===== src/rtl/uart_pkg.sv =====
// rtl/uart_pkg.sv - shared types, constants and parity helper for the UART receiver
package uart_pkg;

    typedef enum logic [2:0] {
        ST_IDLE      = 3'd0,
        ST_START     = 3'd1,
        ST_DATA      = 3'd2,
`ifdef UART_RX_PARITY_EN
        ST_PARITY    = 3'd3,
`endif
        ST_STOP      = 3'd4,
        ST_WAIT_IDLE = 3'd5
    } uart_rx_state_t;

    localparam int UART_SYNC_STAGES = 2;

    // Expected parity bit for a character, zero-extended to 8 bits by the caller.
    function automatic logic uart_parity(input logic [7:0] data, input logic odd);
        return (^data) ^ odd;
    endfunction

endpackage


===== src/rtl/uart_sync_fifo.sv =====
// rtl/uart_sync_fifo.sv - show-ahead FIFO with push/pop, full/empty and fill count
module uart_sync_fifo #(
    parameter int DEPTH = 16,
    parameter int WIDTH = 8
) (
    input  logic                     clk,
    input  logic                     rst,
    input  logic                     push,
    input  logic [WIDTH-1:0]         push_data,
    input  logic                     pop,
    output logic [WIDTH-1:0]         pop_data,
    output logic                     full,
    output logic                     empty,
    output logic [$clog2(DEPTH):0]   count
);
    localparam int AW = $clog2(DEPTH);

    logic [WIDTH-1:0] mem_q [DEPTH];
    logic [WIDTH-1:0] mem_d [DEPTH];
    logic [AW-1:0]    wptr_q, wptr_d, rptr_q, rptr_d;
    logic [AW:0]      count_q, count_d;
    logic             wr_en, rd_en;

    assign full     = (count_q == (AW+1)'(DEPTH));
    assign empty    = (count_q == '0);
    assign rd_en    = pop & ~empty;
    // A pop frees the slot in the same cycle, so a push into a full FIFO still lands.
    assign wr_en    = push & (~full | rd_en);
    assign pop_data = mem_q[rptr_q];
    assign count    = count_q;

    always_comb begin
        mem_d   = mem_q;
        wptr_d  = wptr_q;
        rptr_d  = rptr_q;
        count_d = count_q;
        if (wr_en) begin
            mem_d[wptr_q] = push_data;
            wptr_d        = wptr_q + AW'(1);
        end
        if (rd_en) begin
            rptr_d = rptr_q + AW'(1);
        end
        case ({wr_en, rd_en})
            2'b10:   count_d = count_q + (AW+1)'(1);
            2'b01:   count_d = count_q - (AW+1)'(1);
            default: count_d = count_q;
        endcase
    end

    always_ff @(posedge clk or posedge rst) begin
        if (rst) begin
            for (int i = 0; i < DEPTH; i++) begin
                mem_q[i] <= '0;
            end
            wptr_q  <= '0;
            rptr_q  <= '0;
            count_q <= '0;
        end else begin
            mem_q   <= mem_d;
            wptr_q  <= wptr_d;
            rptr_q  <= rptr_d;
            count_q <= count_d;
        end
    end

endmodule


===== src/rtl/uart_rx_flow.sv =====
// rtl/uart_rx_flow.sv - UART receiver with FIFO and RTS flow control; UART_RX_PARITY_EN adds parity
module uart_rx_flow
    import uart_pkg::*;
#(
    parameter int CLK_DIV    = 5,
    parameter int DATA_BITS  = 8,
    parameter int STOP_BITS  = 1,
    parameter int FIFO_DEPTH = 16,
    parameter int RTS_HI     = 12,
    parameter int RTS_LO     = 4
`ifdef UART_RX_PARITY_EN
    ,
    parameter bit PARITY_ODD = 1'b0
`endif
) (
    input  logic                            clk,
    input  logic                            rst,
    input  logic                            UARTn_RXD,
    output logic                            UARTn_RTS,
    output logic [DATA_BITS-1:0]            rx_data,
    output logic                            rx_valid,
    input  logic                            rx_ready,
    output logic                            frame_err,
    output logic                            overrun,
    input  logic                            overrun_clr,
`ifdef UART_RX_PARITY_EN
    output logic                            parity_err,
`endif
    output logic [$clog2(FIFO_DEPTH):0]     fifo_count
);
    localparam int TW = $clog2(CLK_DIV + 1);
    localparam int CW = $clog2(FIFO_DEPTH) + 1;

    logic [UART_SYNC_STAGES-1:0] sync_q, sync_d;
    logic                        rxd_prev_q, rxd_prev_d;
    uart_rx_state_t              state_q, state_d;
    logic [TW-1:0]               timer_q, timer_d;
    logic [3:0]                  bit_cnt_q, bit_cnt_d;
    logic [DATA_BITS-1:0]        shift_q, shift_d;
    logic                        stop_bad_q, stop_bad_d;
    logic                        frame_err_q, frame_err_d;
    logic                        overrun_q, overrun_d;
    logic                        rts_q, rts_d;
    logic                        rxd_s, tick, final_stop, stop_fail, push, pop, fifo_full, fifo_empty;
`ifdef UART_RX_PARITY_EN
    logic                        parity_bad_q, parity_bad_d;
    logic                        parity_err_q, parity_err_d;
    logic                        par_mismatch;
    logic [7:0]                  par_in;
`endif

    assign rxd_s      = sync_q[UART_SYNC_STAGES-1];
    assign sync_d     = {sync_q[UART_SYNC_STAGES-2:0], UARTn_RXD};
    assign rxd_prev_d = rxd_s;
    assign tick       = (timer_q == TW'(1));
    assign final_stop = (state_q == ST_STOP) && tick && (bit_cnt_q == 4'(STOP_BITS - 1));
    assign stop_fail  = stop_bad_q | ~rxd_s;
    assign pop        = rx_valid & rx_ready;

`ifdef UART_RX_PARITY_EN
    always_comb begin
        par_in                 = '0;
        par_in[DATA_BITS-1:0]  = shift_q;
        par_mismatch           = rxd_s ^ uart_parity(par_in, PARITY_ODD);
    end
`endif

    always_ff @(posedge clk or posedge rst) begin
        if (rst) begin
            sync_q       <= '1;
            rxd_prev_q   <= 1'b1;
            state_q      <= ST_IDLE;
            timer_q      <= '0;
            bit_cnt_q    <= '0;
            shift_q      <= '0;
            stop_bad_q   <= 1'b0;
            frame_err_q  <= 1'b0;
            overrun_q    <= 1'b0;
            rts_q        <= 1'b1;
`ifdef UART_RX_PARITY_EN
            parity_bad_q <= 1'b0;
            parity_err_q <= 1'b0;
`endif
        end else begin
            sync_q       <= sync_d;
            rxd_prev_q   <= rxd_prev_d;
            state_q      <= state_d;
            timer_q      <= timer_d;
            bit_cnt_q    <= bit_cnt_d;
            shift_q      <= shift_d;
            stop_bad_q   <= stop_bad_d;
            frame_err_q  <= frame_err_d;
            overrun_q    <= overrun_d;
            rts_q        <= rts_d;
`ifdef UART_RX_PARITY_EN
            parity_bad_q <= parity_bad_d;
            parity_err_q <= parity_err_d;
`endif
        end
    end

    always_comb begin
        state_d    = state_q;
        timer_d    = (timer_q != '0) ? timer_q - TW'(1) : timer_q;
        bit_cnt_d  = bit_cnt_q;
        shift_d    = shift_q;
        stop_bad_d = stop_bad_q;
`ifdef UART_RX_PARITY_EN
        parity_bad_d = parity_bad_q;
`endif
        case (state_q)
            ST_IDLE: begin
                if (rxd_prev_q && !rxd_s) begin
                    state_d = ST_START;
                    timer_d = TW'(CLK_DIV / 2);
                end
            end
            ST_START: begin
                if (tick) begin
                    // A start bit that is high again at mid-bit was only a glitch.
                    state_d   = rxd_s ? ST_IDLE : ST_DATA;
                    timer_d   = TW'(CLK_DIV);
                    bit_cnt_d = '0;
                end
            end
            ST_DATA: begin
                if (tick) begin
                    shift_d = {rxd_s, shift_q[DATA_BITS-1:1]};
                    timer_d = TW'(CLK_DIV);
                    if (bit_cnt_q == 4'(DATA_BITS - 1)) begin
                        bit_cnt_d  = '0;
                        stop_bad_d = 1'b0;
`ifdef UART_RX_PARITY_EN
                        state_d    = ST_PARITY;
`else
                        state_d    = ST_STOP;
`endif
                    end else begin
                        bit_cnt_d = bit_cnt_q + 4'd1;
                    end
                end
            end
`ifdef UART_RX_PARITY_EN
            ST_PARITY: begin
                if (tick) begin
                    parity_bad_d = par_mismatch;
                    timer_d      = TW'(CLK_DIV);
                    state_d      = ST_STOP;
                end
            end
`endif
            ST_STOP: begin
                if (tick) begin
                    timer_d    = TW'(CLK_DIV);
                    stop_bad_d = stop_fail;
                    if (final_stop) begin
                        bit_cnt_d = '0;
                        state_d   = stop_fail ? ST_WAIT_IDLE : ST_IDLE;
                    end else begin
                        bit_cnt_d = bit_cnt_q + 4'd1;
                    end
                end
            end
            ST_WAIT_IDLE: begin
                if (rxd_s) begin
                    state_d = ST_IDLE;
                end
            end
            default: state_d = ST_IDLE;
        endcase
    end

    always_comb begin
`ifdef UART_RX_PARITY_EN
        push         = final_stop & ~stop_fail & ~parity_bad_q;
        parity_err_d = (state_q == ST_PARITY) & tick & par_mismatch;
`else
        push         = final_stop & ~stop_fail;
`endif
        frame_err_d  = final_stop & stop_fail;
        // Setting wins over a simultaneous clear so no overrun is ever lost.
        if (push && fifo_full && !pop) begin
            overrun_d = 1'b1;
        end else if (overrun_clr) begin
            overrun_d = 1'b0;
        end else begin
            overrun_d = overrun_q;
        end
        if (fifo_count >= CW'(RTS_HI)) begin
            rts_d = 1'b1;
        end else if (fifo_count <= CW'(RTS_LO)) begin
            rts_d = 1'b0;
        end else begin
            rts_d = rts_q;
        end
    end

    uart_sync_fifo #(
        .DEPTH (FIFO_DEPTH),
        .WIDTH (DATA_BITS)
    ) u_fifo (
        .clk       (clk),
        .rst       (rst),
        .push      (push),
        .push_data (shift_q),
        .pop       (pop),
        .pop_data  (rx_data),
        .full      (fifo_full),
        .empty     (fifo_empty),
        .count     (fifo_count)
    );

    assign rx_valid  = ~fifo_empty;
    assign UARTn_RTS = rts_q;
    assign frame_err = frame_err_q;
    assign overrun   = overrun_q;
`ifdef UART_RX_PARITY_EN
    assign parity_err = parity_err_q;
`endif

endmodule


===== config.mk =====
export PLATFORM = sky130hd
export DESIGN_NAME = uart_rx_flow
export DESIGN_NICKNAME = d
export VERILOG_FILES = /design/src/rtl/uart_pkg.sv /design/src/rtl/uart_sync_fifo.sv /design/src/rtl/uart_rx_flow.sv
export SDC_FILE = /design/constraint.sdc
export NUM_CORES = 1
export LEC_CHECK = 0
export BUFFER_PORTS_ARGS = -buffer_cell sky130_fd_sc_hd__buf_4
export CORE_MARGIN = 2
export CORE_UTILIZATION = 25
export CTS_CLUSTER_DIAMETER = 30
export DETAILED_ROUTE_END_ITERATION = 12
export PLACE_DENSITY = 0.36
export SYNTH_ARGS = -nofsm -noshare
export SYNTH_HDL_FRONTEND = slang
export SYNTH_SLANG_ARGS = --single-unit

===== constraint.sdc =====
create_clock -name clk -period 8.3 [get_ports clk]
set_input_delay 1.245 -clock clk [delete_from_list [all_inputs] [get_ports clk]]
set_output_delay 1.245 -clock clk [all_outputs]
set_load 0.01 [all_outputs]

* Yosys cells after proc, flatten, opt, wreduce, memory -nomap -nowiden
Index checks and enable logic that the tools add are counted.
Operators by class: equality and inequality tests 16, multipliers 0, reductions and logical operators 22, multiplexer cells 35, bitwise logic cells 13, divide/modulo/power cells 0, shift operators 0, order comparisons 5, add/subtract/negate cells 6
Operators with widths (number):
- bitwise mux 128 bit | 1
- two-way mux 3 bit | 11
- binary-select mux 8 bit (select 4 bit) | 1
- demux 8 bit (select 4 bit) | 1
- two-way mux 8 bit | 3
- two-way mux 4 bit | 5
- case mux 3 bit (5 select lines) | 1
- inequality test 2 bit, second input constant | 7
- adder 4 x 1 -> 4 bit, second input constant | 3
- case mux 4 bit (3 select lines) | 1
- >= comparator 5 bit, second input constant | 2
- inverter 4 -> 5 bit | 2
- case mux 5 bit (2 select lines) | 1
- AND reduction 4 bit | 2
- nonzero test 2 bit | 4
- two-way mux 1 bit | 7
- AND reduction 7 bit | 1
- equality test 3 x 1 -> 1 bit, second input constant | 2
- equality test 3 bit, second input constant | 2
- logical AND 1 bit | 6
- case mux 3 bit (2 select lines) | 1
- nonzero test 3 bit | 2
- adder 5 x 1 -> 5 bit, second input constant | 1
- AND 1 bit | 5
- other kinds (20) | 25
Storage, ports and cells: latch bits 0, register bits 166, input bits 5, bits in read-only memories 0, output and inout bits 17, memory bits (writable) 0, memories 0

* Depth between registers and ports, before layout
word-level depth 8, mapped depth 15, gate-level depth less buffers 13

* By module
A second synthesis with hierarchy kept.
Unflattened totals: cell total of the unflattened synthesis 562, area, all modules 8054.0 um^2
Modules (own cells, without submodules):
- uart_sync_fifo | times used 1, area each 6722.7 um^2, cells each 439
- uart_rx_flow | times used 1, area each 1331.3 um^2, cells each 123

* Worst setup path after synthesis
No wires, ideal clock.
path kind input port to flip-flop, start point input rx_ready, end point register u_fifo.count_q[4] (netlist: u_fifo.count[4]), data required time 8.175 ns, data arrival time 3.476 ns, buffers on the path 1, slack 4.698 ns, cell stages on the path 10, library setup time 0.125 ns, cell sequence nand2b_1 or2_2 and2_1 inv_1 ha_1 buf_2 or4b_2 a2bb2oi_1 o211a_1 a2111oi_0
Between the ends: cells in the longest elaborated chain, start to end 6
RTL lines:
- start: declaration | line uart_rx_flow.sv:22 | input logic rx_ready,
- AND 1 bit (*) | line uart_rx_flow.sv:58 | assign pop = rx_valid & rx_ready;
- AND 1 bit (*) | line uart_sync_fifo.sv:26 | assign rd_en = pop & ~empty;
- bitwise OR 1 bit | line uart_sync_fifo.sv:28 | assign wr_en = push & (~full | rd_en);
- AND 1 bit | line uart_sync_fifo.sv:28
- equality test 2 x 1 -> 1 bit / equality test 2 bit (equally long branches) | line uart_sync_fifo.sv:44 | case ({wr_en, rd_en})
- case mux 5 bit (2 select lines) / nonzero test 2 bit (equally long branches)
- end signal: assignment | line uart_sync_fifo.sv:63 | count_q <= count_d;
- end: declaration | line uart_sync_fifo.sv:21 | logic [AW:0] count_q, count_d;
Mark *: on every way between the ends. The rest lies on a longest branch, timed or not. A chain may end at the register's enable or synchronous reset.

* Final worst setup path
start point register u_fifo.rptr_q[0], end point output rx_data[6]
Between the ends: cells in the longest elaborated chain, start to end 4
RTL lines:
- start: declaration | line uart_sync_fifo.sv:20 | logic [AW-1:0] wptr_q, wptr_d, rptr_q, rptr_d;
- start signal: assignment | line uart_sync_fifo.sv:62 | rptr_q <= rptr_d;
- inverter 4 -> 5 bit (not written as such) | line uart_sync_fifo.sv:29 | assign pop_data = mem_q[rptr_q];
- binary-select mux 8 bit (select 4 bit) | line uart_sync_fifo.sv:29
- two-way mux 8 bit (not written as such) (2 in series) | line uart_sync_fifo.sv:29
- end: declaration | line uart_rx_flow.sv:20 | output logic [DATA_BITS-1:0] rx_data,
No other way between the ends. The select of a mux whose other input is x is not followed.

==> metrics <==
clock-pin slew on the worst setup and hold paths=0.07 ns; largest net degree at the start of global routing=97; worst-path fanout max=23; Post-synth top cells=dfrtp_1 (162), mux2_2 (138), mux4_2 (40), nand2_1 (16), inv_1 (14); Avg Synthesized Cell Area=15.0 µm²; I/O Buffers=21; RSZ-0062 raised after global routing=no; Cell Rows=66; TritonCTS clock tree=yes; First DRT Iteration DRCs=150; WP data required=7.05 ns; Gate Count Post-Synth=544; Layout Skew=0.0106 ns; synthesized cell area=8160 µm²; Final Cycle Share=50.2%; Clock Path Buffers=2; Netlist cell types=61; drt pass-1 iters=4; core footprint=32,400 µm²; Setup CP Type=register to output port; CP endpoint kind=output port; share of layout cells above drive strength 1=47.2%; Initial Util=25.2%; number of buffers created by CTS=17; power consumption=2.39 mW; async set or reset register ratio after synthesis=100%; Lkg Pwr=4.31 nW; DR WL/cell=20.2 µm; area of the multi-input gates=3800 µm²; initial antenna violation count=0; Non-Filler Instances=1,014; clock root cell=clkbuf_16; Post-synth EDFFs=0; Seq/Total Area, Yosys=51.0%; Die Span Y=185 µm; run status=finished, final reports clean; FF+latch count, synth=166; placed cell areas=8760 µm²; total clock sinks=166; Final Cell Area=9330 µm²; predominant post-synthesis flop cell=dfrtp_1; first-pass GRT wire length=31.9 mm; arrival time worst endpoint=2.92 ns; fmax=0.240 GHz; DR vias=4,643; Post-DP HPWL=13.1 mm; Post-route DRC=0; Overall Global Routing Usage=12.9%; die area=34,100 µm²; Final Setup Violations=0; worst reg2reg path depth=11; reg2reg setup slack=4.46 ns; Area Overhead vs Synth=14.4%; synth top area cells=dfrtp_1 (50%), mux2_2 (19%), mux4_2 (11%), ha_1 (2.0%), nand4_4 (1.8%); DRT antenna net count=0; max-slew violation count=0; P per Cell Area=256 nW/µm²; Fill cells=3,322; Yosys top cell area share=49.7%; syn_nets=562; post-cts sizing count=0; count leader, synth=dfrtp_1; MaxCap Viol Count=0; Fin. Hold Viols=0; Tmin final=4.16 ns; register area=4160 µm²; setup_tns=0 ns; Diodes inserted=0; relative slew slack=28.9%; postcts setup bufs=0; Yosys warning count=0; worst slew pin tran=1.06 ns; vias in the first global route=5,061; vias per std cell=4.58; H-tree Lvls=4; area leader, netlist=dfrtp_1; Final GP Congestion=0.740; # IOs=22; CP startpoint kind=register; Die W=185 µm; hold_buf cts=0; total congestion overflow=0; placed instance count=982; maximum vdd drop=0.000147 V; Worst-Skew Late Latency=0.43 ns; hold path cells=0; Final nets=577; HP Class=register to register; final WL=20.5 mm
==> kinds of logic after synthesis <==
group	count (synthesis)	synth area share [%]
AOI/OAI and AO/OA	45	4.14
xor gates and xnor gates	14	1.50
buffers and inverters	43	2.41
DFF	166	51.0
muxes	181	30.5
adders and majority gates	13	1.99
and+or+nand+nor	82	8.48
==> critical path: stages (launching register included) <==
cell and delay [ns]:
dfrtp_2 0.64, buf_4 0.54, mux4_2 0.58, mux4_2 0.53, buf_4 0.17
==> where the power goes <==
group	total (mW)	internal, mW	switching, mW
sequential	1.02	0.867	0.154
combinational	0.591	0.261	0.330
clock	0.776	0.426	0.350
==> placed cells by master, fill, tap and decap left out, types with 3 or more instances in the layout <==
cell type	instances
dfrtp_1	161
mux2_2	138
mux4_2	40
buf_4	25
clkbuf_16	17
nand2_1	16
inv_1	13
ha_1	13
nor2_1	11
o21ai_0	9
a21oi_1	7
xor2_1	7
nand4_4	7
xnor2_1	7
nand2b_1	6
nand3_1	6
nor3_4	5
dfstp_2	4
nand3_4	4
inv_6	4
nor2b_1	3
o21a_1	3
or2_2	3
o22ai_1	3
nor3_1	3
o211a_1	3
a21o_1	3
clkinv_4	3
clkinv_2	3
==> stage by stage <==
stage	utilization, %	setup WS [ns]	hold slack [ns]
final	28.8	4.14	0.356
after global routing	28.8	3.96	0.362
after CTS	28.8	4.07	0.356
after detailed placement	27.1	4.29	0.347
after global placement	27.1	4.44	0.350
after floorplan	-	2.57	0.345
==> metal layers <==
layer  vias up  GRT usage (%)  part of all wire (%)
met3        17           2.53                   2.5
met1      2509           18.1                    50
met5         -              0                     0
met4         0           3.49                   1.1
li1       2062              -                     -
met2        55           20.4                    46
==> cell type report <==
cell class | instances | share of cell area, %
clock buffers | 19 | 4.75
clock inverters | 13 | 1.33
inverters | 14 | 0.617
multi-input cells | 335 | 40.8
flip-flops and latches | 166 | 44.6
well taps | 442 | 5.93
repair buffers | 25 | 2.01
==> worst paths after layout <==
| kind | start | to |
|---|---|---|
| max | u_fifo.rptr_q[0]$_DFFE_PP0P_ | rx_data[6] |
| min reg2reg | sync_q[0]$_DFF_PP1_ | sync_q[1]$_DFF_PP1_ |
| max reg2reg | sync_q[1]$_DFF_PP1_ | u_fifo.count[4]$_DFFE_PP0P_ |
| min | sync_q[0]$_DFF_PP1_ | sync_q[1]$_DFF_PP1_ |
| min in group asynchronous | rst | timer_q[0]$_DFF_PP0_ |
| max in group asynchronous | rst | u_fifo.mem_q[82]$_DFFE_PP0P_ |
==> sequential cells by signal, indices dropped and copies added (netlist names) <==
register       flops
sync_q             2
stop_bad_q         1
UARTn_RTS          1
overrun            1
rxd_prev_q         1
u_fifo.mem_q     128
u_fifo.rptr_q      4
frame_err          1
u_fifo.wptr_q      4
shift_q            8
timer_q            3
state_q            3
u_fifo.count       5
bit_cnt_q          4
Power figures use the tool's default switching activity.
